$ cat src/rtl/bram_arb_pkg.sv
// Shared types for the BRAM port arbiter. Requester indices are sized for the
// largest supported requester count (16) so one type serves every instance.
package bram_arb_pkg;

    localparam int MAX_REQ              = 16;
    localparam int DEFAULT_READ_LATENCY = 5;

    typedef logic [$clog2(MAX_REQ)-1:0] req_idx_t;

    typedef struct packed {
        logic     valid;
        req_idx_t idx;
    } tag_t;

    // Round-robin successor of idx among n requesters.
    function automatic req_idx_t next_ptr(input req_idx_t idx, input int n);
        return (int'(idx) >= n - 1) ? req_idx_t'(0) : idx + req_idx_t'(1);
    endfunction

endpackage

$ cat src/rtl/rr_arbiter.sv
// Combinational round-robin grant: first set request found searching
// circularly upward from ptr.
module rr_arbiter
    import bram_arb_pkg::*;
#(
    parameter int N = 4
) (
    input  logic [N-1:0] req,
    input  req_idx_t     ptr,
    output logic [N-1:0] grant,
    output req_idx_t     grant_idx,
    output logic         any
);

    localparam int           IW  = (N > 1) ? $clog2(N) : 1;
    localparam logic [N-1:0] ONE = {{(N-1){1'b0}}, 1'b1};

    int            sum_s;
    logic [IW-1:0] pos_s;

    // Scan from the farthest candidate back to ptr so the nearest request overwrites the rest.
    always_comb begin
        grant     = '0;
        grant_idx = '0;
        any       = 1'b0;
        sum_s     = 0;
        pos_s     = '0;
        for (int k = N - 1; k >= 0; k--) begin
            sum_s     = (int'(ptr) + k >= N) ? (int'(ptr) + k - N) : (int'(ptr) + k);
            pos_s     = IW'(sum_s);
            grant     = req[pos_s] ? (ONE << pos_s) : grant;
            grant_idx = req[pos_s] ? req_idx_t'(pos_s) : grant_idx;
            any       = any | req[pos_s];
        end
    end

endmodule

$ cat src/rtl/bram_port_arbiter.sv
// Shares one BRAM port among NUM_REQ requesters; read results are routed back
// to their requester READ_LATENCY cycles after acceptance via a tag pipeline.
module bram_port_arbiter
    import bram_arb_pkg::*;
#(
    parameter int NUM_REQ      = 4,
    parameter int DATA_WIDTH   = 64,
    parameter int ADDR_WIDTH   = 10,
    parameter int READ_LATENCY = DEFAULT_READ_LATENCY
) (
    input  logic                          clk,
    input  logic                          rst,
    input  logic [NUM_REQ-1:0]            req_valid,
    output logic [NUM_REQ-1:0]            req_ready,
    input  logic [NUM_REQ-1:0]            req_we,
    input  logic [NUM_REQ*ADDR_WIDTH-1:0] req_addr,
    input  logic [NUM_REQ*DATA_WIDTH-1:0] req_wdata,
    output logic [NUM_REQ-1:0]            rsp_valid,
    output logic [DATA_WIDTH-1:0]         rsp_data,
    output logic                          busy,
    output logic                          bram_en,
    output logic                          bram_we,
    output logic [ADDR_WIDTH-1:0]         bram_addr,
    output logic [DATA_WIDTH-1:0]         bram_din,
    output logic                          bram_rst,
    input  logic [DATA_WIDTH-1:0]         bram_dout
);

    logic [NUM_REQ-1:0] req_masked_s;
    logic [NUM_REQ-1:0] grant_s;
    req_idx_t           grant_idx_s;
    logic               any_s;
    req_idx_t           rr_ptr_r;
    tag_t               tag_r [READ_LATENCY];
    logic               busy_s;

    // Hide requests during reset so nothing can be accepted.
    always_comb begin
        req_masked_s = rst ? '0 : req_valid;
    end

    rr_arbiter #(.N(NUM_REQ)) u_rr_arbiter (
        .req       (req_masked_s),
        .ptr       (rr_ptr_r),
        .grant     (grant_s),
        .grant_idx (grant_idx_s),
        .any       (any_s)
    );

    assign req_ready = grant_s;
    assign bram_rst  = rst;
    assign rsp_data  = bram_dout;

    // AND-OR mux of the granted command; an empty grant leaves everything zero.
    always_comb begin
        bram_en   = any_s;
        bram_we   = 1'b0;
        bram_addr = '0;
        bram_din  = '0;
        for (int i = 0; i < NUM_REQ; i++) begin
            bram_we   = bram_we | (grant_s[i] & req_we[i]);
            bram_addr = bram_addr | ({ADDR_WIDTH{grant_s[i]}} & req_addr[i*ADDR_WIDTH +: ADDR_WIDTH]);
            bram_din  = bram_din | ({DATA_WIDTH{grant_s[i]}} & req_wdata[i*DATA_WIDTH +: DATA_WIDTH]);
        end
    end

    // Round-robin pointer moves past the winner only on a transfer.
    always_ff @(posedge clk) begin
        if (rst) begin
            rr_ptr_r <= '0;
        end else if (any_s) begin
            rr_ptr_r <= next_ptr(grant_idx_s, NUM_REQ);
        end else begin
            rr_ptr_r <= rr_ptr_r;
        end
    end

    // Tag shift register tracking which requester owns each in-flight read.
    always_ff @(posedge clk) begin
        if (rst) begin
            for (int s = 0; s < READ_LATENCY; s++) begin
                tag_r[s] <= '0;
            end
        end else begin
            tag_r[0].valid <= any_s & ~bram_we;
            tag_r[0].idx   <= grant_idx_s;
            for (int s = 1; s < READ_LATENCY; s++) begin
                tag_r[s] <= tag_r[s-1];
            end
        end
    end

    // Response strobe and busy decode; both held low while reset is asserted.
    always_comb begin
        busy_s = 1'b0;
        for (int s = 0; s < READ_LATENCY; s++) begin
            busy_s = busy_s | tag_r[s].valid;
        end
        busy      = busy_s & ~rst;
        rsp_valid = '0;
        for (int i = 0; i < NUM_REQ; i++) begin
            rsp_valid[i] = tag_r[READ_LATENCY-1].valid & ~rst &
                           (tag_r[READ_LATENCY-1].idx == req_idx_t'(i));
        end
    end

endmodule

$ cat config.mk
export PLATFORM = sky130hd
export DESIGN_NAME = bram_port_arbiter
export DESIGN_NICKNAME = d
export VERILOG_FILES = /design/src/rtl/bram_arb_pkg.sv /design/src/rtl/rr_arbiter.sv /design/src/rtl/bram_port_arbiter.sv
export SDC_FILE = /design/constraint.sdc
export NUM_CORES = 1
export LEC_CHECK = 0
export BUFFER_PORTS_ARGS = -buffer_cell sky130_fd_sc_hd__buf_2
export CAP_MARGIN = 25
export CORE_AREA = 2 2 200 202
export CTS_CLUSTER_DIAMETER = 200
export DETAILED_ROUTE_END_ITERATION = 16
export DIE_AREA = 0 0 202 204
export GPL_ROUTABILITY_DRIVEN = 0
export SLEW_MARGIN = 20
export SYNTH_ARGS = -nofsm -noshare
export SYNTH_HDL_FRONTEND = slang
export SYNTH_HIERARCHICAL = 1
export SYNTH_SLANG_ARGS = --single-unit
$ cat constraint.sdc
create_clock -name clk -period 8.4 [get_ports clk]
set_clock_uncertainty 0.05 [all_clocks]
set_input_delay 0.84 -clock clk [delete_from_list [all_inputs] [get_ports clk]]
set_output_delay 0.84 -clock clk [all_outputs]
set_load 0.01 [all_outputs]
==> impl_metrics.json, run 1 <==
{
  "status": "finished, final reports clean",
  "start_util_pct": 8.69,
  "vias_per_cell": 3.85,
  "worst_setup_hold_path_clk_slew_ps": 60,
  "cpPeakStageDelay_ps": 710,
  "ant_nets": 0,
  "p_leak_uw": 0.00277,
  "vdd_drop_max_v": 0.0000664,
  "remaining_drc_errors": 0,
  "rsz0062_at_grt": "false",
  "drtIter0Drc": 457,
  "worst_setup_path_end_kind": "output pin",
  "hp-class": "reg2reg",
  "grt_max_degree": 43,
  "cts_hold_buf": 0,
  "final_cell_mix": "391 x buf_2, 154 x a22oi_1, 77 x nand2_1, 28 x nor2b_1, 27 x dfxtp_1",
  "pre_cts_ws_ps": 2910,
  "cp_slowest_cell": "dfxtp_1",
  "layout_commonest_cell": "buf_2",
  "timing.final.crit_share_pct": 60.4,
  "vias": 4941,
  "cts_tree": "yes",
  "slew_headroom_pct": 59.5,
  "yosysWarnings": 6,
  "die_x_um": 202,
  "io_pins": 520,
  "coreArea_um2": 39200,
  "grt_pass1_vias": 4288,
  "grt_overflow": 0,
  "drv_cap": 0,
  "die_area_um2": 41200,
  "clk_latency_ps": 260,
  "critPathMaxFanout": 42,
  "slew_violations": 0,
  "drt-total-wl_mm": 19.0,
  "wl_per_cell_um": 14.8,
  "clock-sinks": 27,
  "p_total_uw": 691,
  "postSynthCellCount": 461,
  "r2r_slack_ps": 4510,
  "grtUsageTotal_pct": 7.97,
  "setup_viol": 0,
  "fin_ws_ps": 3330,
  "rows": 73,
  "dp_hpwl_mm": 15.8,
  "grt_pass1_wl_mm": 24.9,
  "antenna_found_initial": 4,
  "fmax_mhz": 197,
  "hold_viol": 0,
  "crit_arrival_ps": 4180,
  "layout-drive-gt1-share_pct": 54.9,
  "fp.dieH_um": 204,
  "startpoint_type": "flip-flop",
  "synthesis.area_um2": 3410,
  "cts_resized": 0,
  "power_density_nw_per_um2": 123,
  "path_cells": "inv_1 > ha_1 > or3b_2 > nand3_1 > nand4_1 > a31oi_4 > buf_4 > a22oi_1 > nand2_1 > buf_2",
  "cts.path.max_buffers": 2,
  "finalSetupTns_ps": 0,
  "post-route-min-period_ps": 5070,
  "post-cts-setup-buffer-count": 0,
  "finalNetCount": 1139,
  "syn2layout_area_growth_pct": 64.9,
  "required_ps": 7510,
  "crit_type": "reg2out",
  "avgSynthCellArea_um2": 7.39,
  "port_buffers": 391,
  "drt_first_pass_iters": 5,
  "worst_pin_slew_ps": 607,
  "htreeDepth": 1,
  "cts_made_buffers": 3,
  "clk_root_buffer_cell": "clkbuf_16"
}
==> routing by layer <==
layer	global-route usage (%)	up-vias	part of all wire, %	wire length [um]
li1	-	2248	-	-
met1	9.09	2232	36	6900
met2	14.2	421	49	9270
met3	2.79	40	12	2360
met4	1.97	0	2.3	441
met5	0	-	0	0
==> worst paths after layout <==
| path | start | to | cells after the start |
|---|---|---|---|
| setup reg to reg | rr_ptr_r[0] | tag_r[0][4] | 9 |
| hold / removal | tag_r[0][1] | tag_r[0][6] | 1 |
| setup / recovery | rr_ptr_r[0] | bram_din[55] | 10 |
| hold reg to reg | tag_r[0][1] | tag_r[0][6] | 1 |
==> flip-flops by register name, indices dropped and copies added (netlist names) <==
register and cells:
rr_ptr_r 2, tag_r 25
==> critical path: cells and delay by family, from the launching register on <==
family | cells | cell delay (ps)
adder cells (fa/ha/maj) | 1 | 500
buffers and inverters | 3 | 940
AO/OA/AOI/OAI | 2 | 760
flip-flops | 1 | 710
AND/OR/NAND/NOR | 4 | 950
==> power breakdown <==
| group | switching, uW | leakage (uW) | total, uW | internal, uW |
|---|---|---|---|---|
| clock | 40.6 | 0.0000409 | 105 | 64.1 |
| combinational | 252 | 0.00251 | 451 | 199 |
| sequential | 2.84 | 0.000220 | 135 | 133 |
| total | 296 | 0.00277 | 691 | 396 |
==> metrics by stage <==
stage	hold WS (ps)	instance area, um^2	cells	util, %
finish	386	5620	1285	14.3
detailed placement	374	5450	1277	13.9
CTS	390	5530	1281	14.1
global placement	364	5420	1276	13.8
global route	400	5610	1284	14.3
floorplan	364	3410	462	-
==> layout make-up <==
| type | instances | area [um^2] |
|---|---|---|
| antenna | 1 | 2.50 |
| clock buffer | 3 | 75.1 |
| clock inverter | 1 | 5.00 |
| fill | 4462 | 33600 |
| inverter | 4 | 15.0 |
| multi-input combinational | 325 | 2220 |
| sequential | 27 | 541 |
| tap | 525 | 657 |
| timing repair buffer | 399 | 2100 |
No activity file was read; power rests on OpenSTA's default activity.
==> inputs of run 2 (changes only) <==
--- a/config.mk
+++ b/config.mk
@@ -7,10 +7,10 @@
 export LEC_CHECK = 0
 export BUFFER_PORTS_ARGS = -buffer_cell sky130_fd_sc_hd__buf_2
 export CAP_MARGIN = 25
-export CORE_AREA = 2 2 200 202
+export CORE_AREA = 2 2 202 204
 export CTS_CLUSTER_DIAMETER = 200
 export DETAILED_ROUTE_END_ITERATION = 16
-export DIE_AREA = 0 0 202 204
+export DIE_AREA = 0 0 204 206
 export GPL_ROUTABILITY_DRIVEN = 0
 export SLEW_MARGIN = 20
 export SYNTH_ARGS = -nofsm -noshare
==> constraint.sdc (replaced) <==
create_clock -name clk -period 4.2 [get_ports clk]
set_clock_uncertainty 0.05 [all_clocks]
set_input_delay 0.42 -clock clk [delete_from_list [all_inputs] [get_ports clk]]
set_output_delay 0.42 -clock clk [all_outputs]
set_load 0.01 [all_outputs]
==> run 2 against run 1 <==
Net effect:
- wire length is 6.0% lower
- combinational power is 98% higher
- utilization is 0.33 points lower
- critical endpoint is now bram_din[47]
- largest power group unchanged
- highest routed layer unchanged
==> impl_metrics.json, run 2 (synthesis results as in run 1) <==
{
  "finalSetupTns_ps": 0,
  "drtIter0Drc": 321,
  "slew_headroom_pct": 63.1,
  "setup_viol": 0,
  "cts_resized": 0,
  "path_buf_inv": 3,
  "grtUsageTotal_pct": 7.10,
  "dp_hpwl_mm": 15.0,
  "startpoint_type": "flip-flop",
  "cts_hold_buf": 0,
  "critPathMaxFanout": 51,
  "post-cts-setup-buffer-count": 0,
  "worst_setup_hold_path_clk_slew_ps": 60,
  "status": "finished, final reports clean",
  "grt_pass1_wl_mm": 22.6,
  "worst_pin_slew_ps": 552,
  "cts_made_buffers": 3,
  "finalNetCount": 1143,
  "design_area_um2": 5630,
  "fillCellCount": 4613,
  "worst_setup_path_end_kind": "output pin",
  "clk_latency_ps": 260,
  "fp.dieH_um": 206,
  "vias_per_cell": 3.79,
  "cpPeakStageDelay_ps": 490,
  "fin_ws_ps": 572,
  "antenna_found_initial": 3,
  "cts.path.max_buffers": 2,
  "port_buffers": 391,
  "critical-path-top-delay-family": "simple AND/OR/NAND/NOR gates",
  "vias": 4919,
  "wl_per_cell_um": 13.8,
  "fmax_mhz": 276,
  "clock-sinks": 27,
  "syn2layout_area_growth_pct": 65.2,
  "path_cells": "inv_1 > ha_1 > or3b_2 > nand3_1 > nand4_1 > a31oi_4 > buf_12 > a22oi_1 > nand2_1 > buf_2",
  "seq_area_um2": 541,
  "drv_cap": 0,
  "p_leak_uw": 0.00278,
  "crit_start": "rr_ptr_r[0]",
  "grt_pass1_vias": 4273,
  "largest_reg_flops": 25,
  "ant_nets": 0,
  "hold_viol": 0,
  "drt-total-wl_mm": 17.8,
  "htreeDepth": 1,
  "die_area_um2": 42000,
  "rsz0062_at_grt": "false",
  "crit_type": "reg2out",
  "pre_cts_ws_ps": 738,
  "cts_tree": "yes",
  "hold_path_startpoint": "tag_r[0][5]",
  "slew_violations": 0,
  "power_density_nw_per_um2": 243,
  "required_ps": 3730,
  "clk_root_buffer_cell": "clkbuf_16",
  "die_x_um": 204,
  "grt_max_degree": 52,
  "multi_input_area_um2": 2220,
  "coreArea_um2": 40200,
  "grt_overflow": 0,
  "r2r_start": "rr_ptr_r[0]",
  "crit_arrival_ps": 3160,
  "layout_commonest_cell": "buf_2",
  "placed_area_um2": 5540,
  "largest_register": "tag_r",
  "final_cell_mix": "391 x buf_2, 154 x a22oi_1, 77 x nand2_1, 28 x nor2b_1, 27 x dfxtp_1",
  "vdd_drop_max_v": 0.000137,
  "start_util_pct": 8.48,
  "reg_top3": "tag_r x25, rr_ptr_r x2",
  "rows": 74,
  "cp_slowest_cell": "or3b_2",
  "drt_first_pass_iters": 5,
  "post-route-min-period_ps": 3630,
  "hp-class": "reg2reg",
  "r2r_slack_ps": 1230,
  "remaining_drc_errors": 0,
  "io_pins": 520,
  "layout-drive-gt1-share_pct": 55.2,
  "timing.final.crit_share_pct": 86.4
}
==> run 2: path summary, 6_finish.rpt <==
check / end / cells after the start
worst max-delay path: bram_din[47] / 10
worst min-delay path: tag_r[0][10] / 1
worst max register to register: tag_r[0][4] / 9
worst min register to register: tag_r[0][10] / 1
==> run 2: metal layers <==
| metal | global-route usage (%) | vias up | wire length [um] |
|---|---|---|---|
| li1 | - | 2264 | - |
| met1 | 7.16 | 2175 | 5760 |
| met2 | 13.4 | 428 | 8890 |
| met3 | 1.23 | 52 | 2080 |
| met4 | 4.61 | 0 | 1100 |
| met5 | 0 | - | 0 |
==> run 2: stage by stage <==
step	power [uW]	hold WS, ps	std cells	utilization (%)
after floorplan	797	364	462	-
after global placement	1150	364	1291	13.8
after detailed placement	1170	374	1291	13.8
after CTS	1380	386	1295	14.0
after global routing	1470	405	1297	14.0
final	1370	380	1297	14.0
==> run 2: power by group <==
| group | switching (uW) | internal [uW] |
|---|---|---|
| Sequential | 2.61 | 265 |
| Combinational | 500 | 393 |
| Clock | 78.2 | 128 |
| Total | 580 | 786 |
==> run 2: cell type report <==
class                   instances  share of cell area [%]
diodes                          2                  0.0889
clock buffers                   3                    1.33
clock inverters                 1                  0.0889
inverters                       4                   0.267
multi-input cells             325                    39.5
flip-flops and latches         27                    9.60
well taps                     532                    11.8
repair buffers                403                    37.3
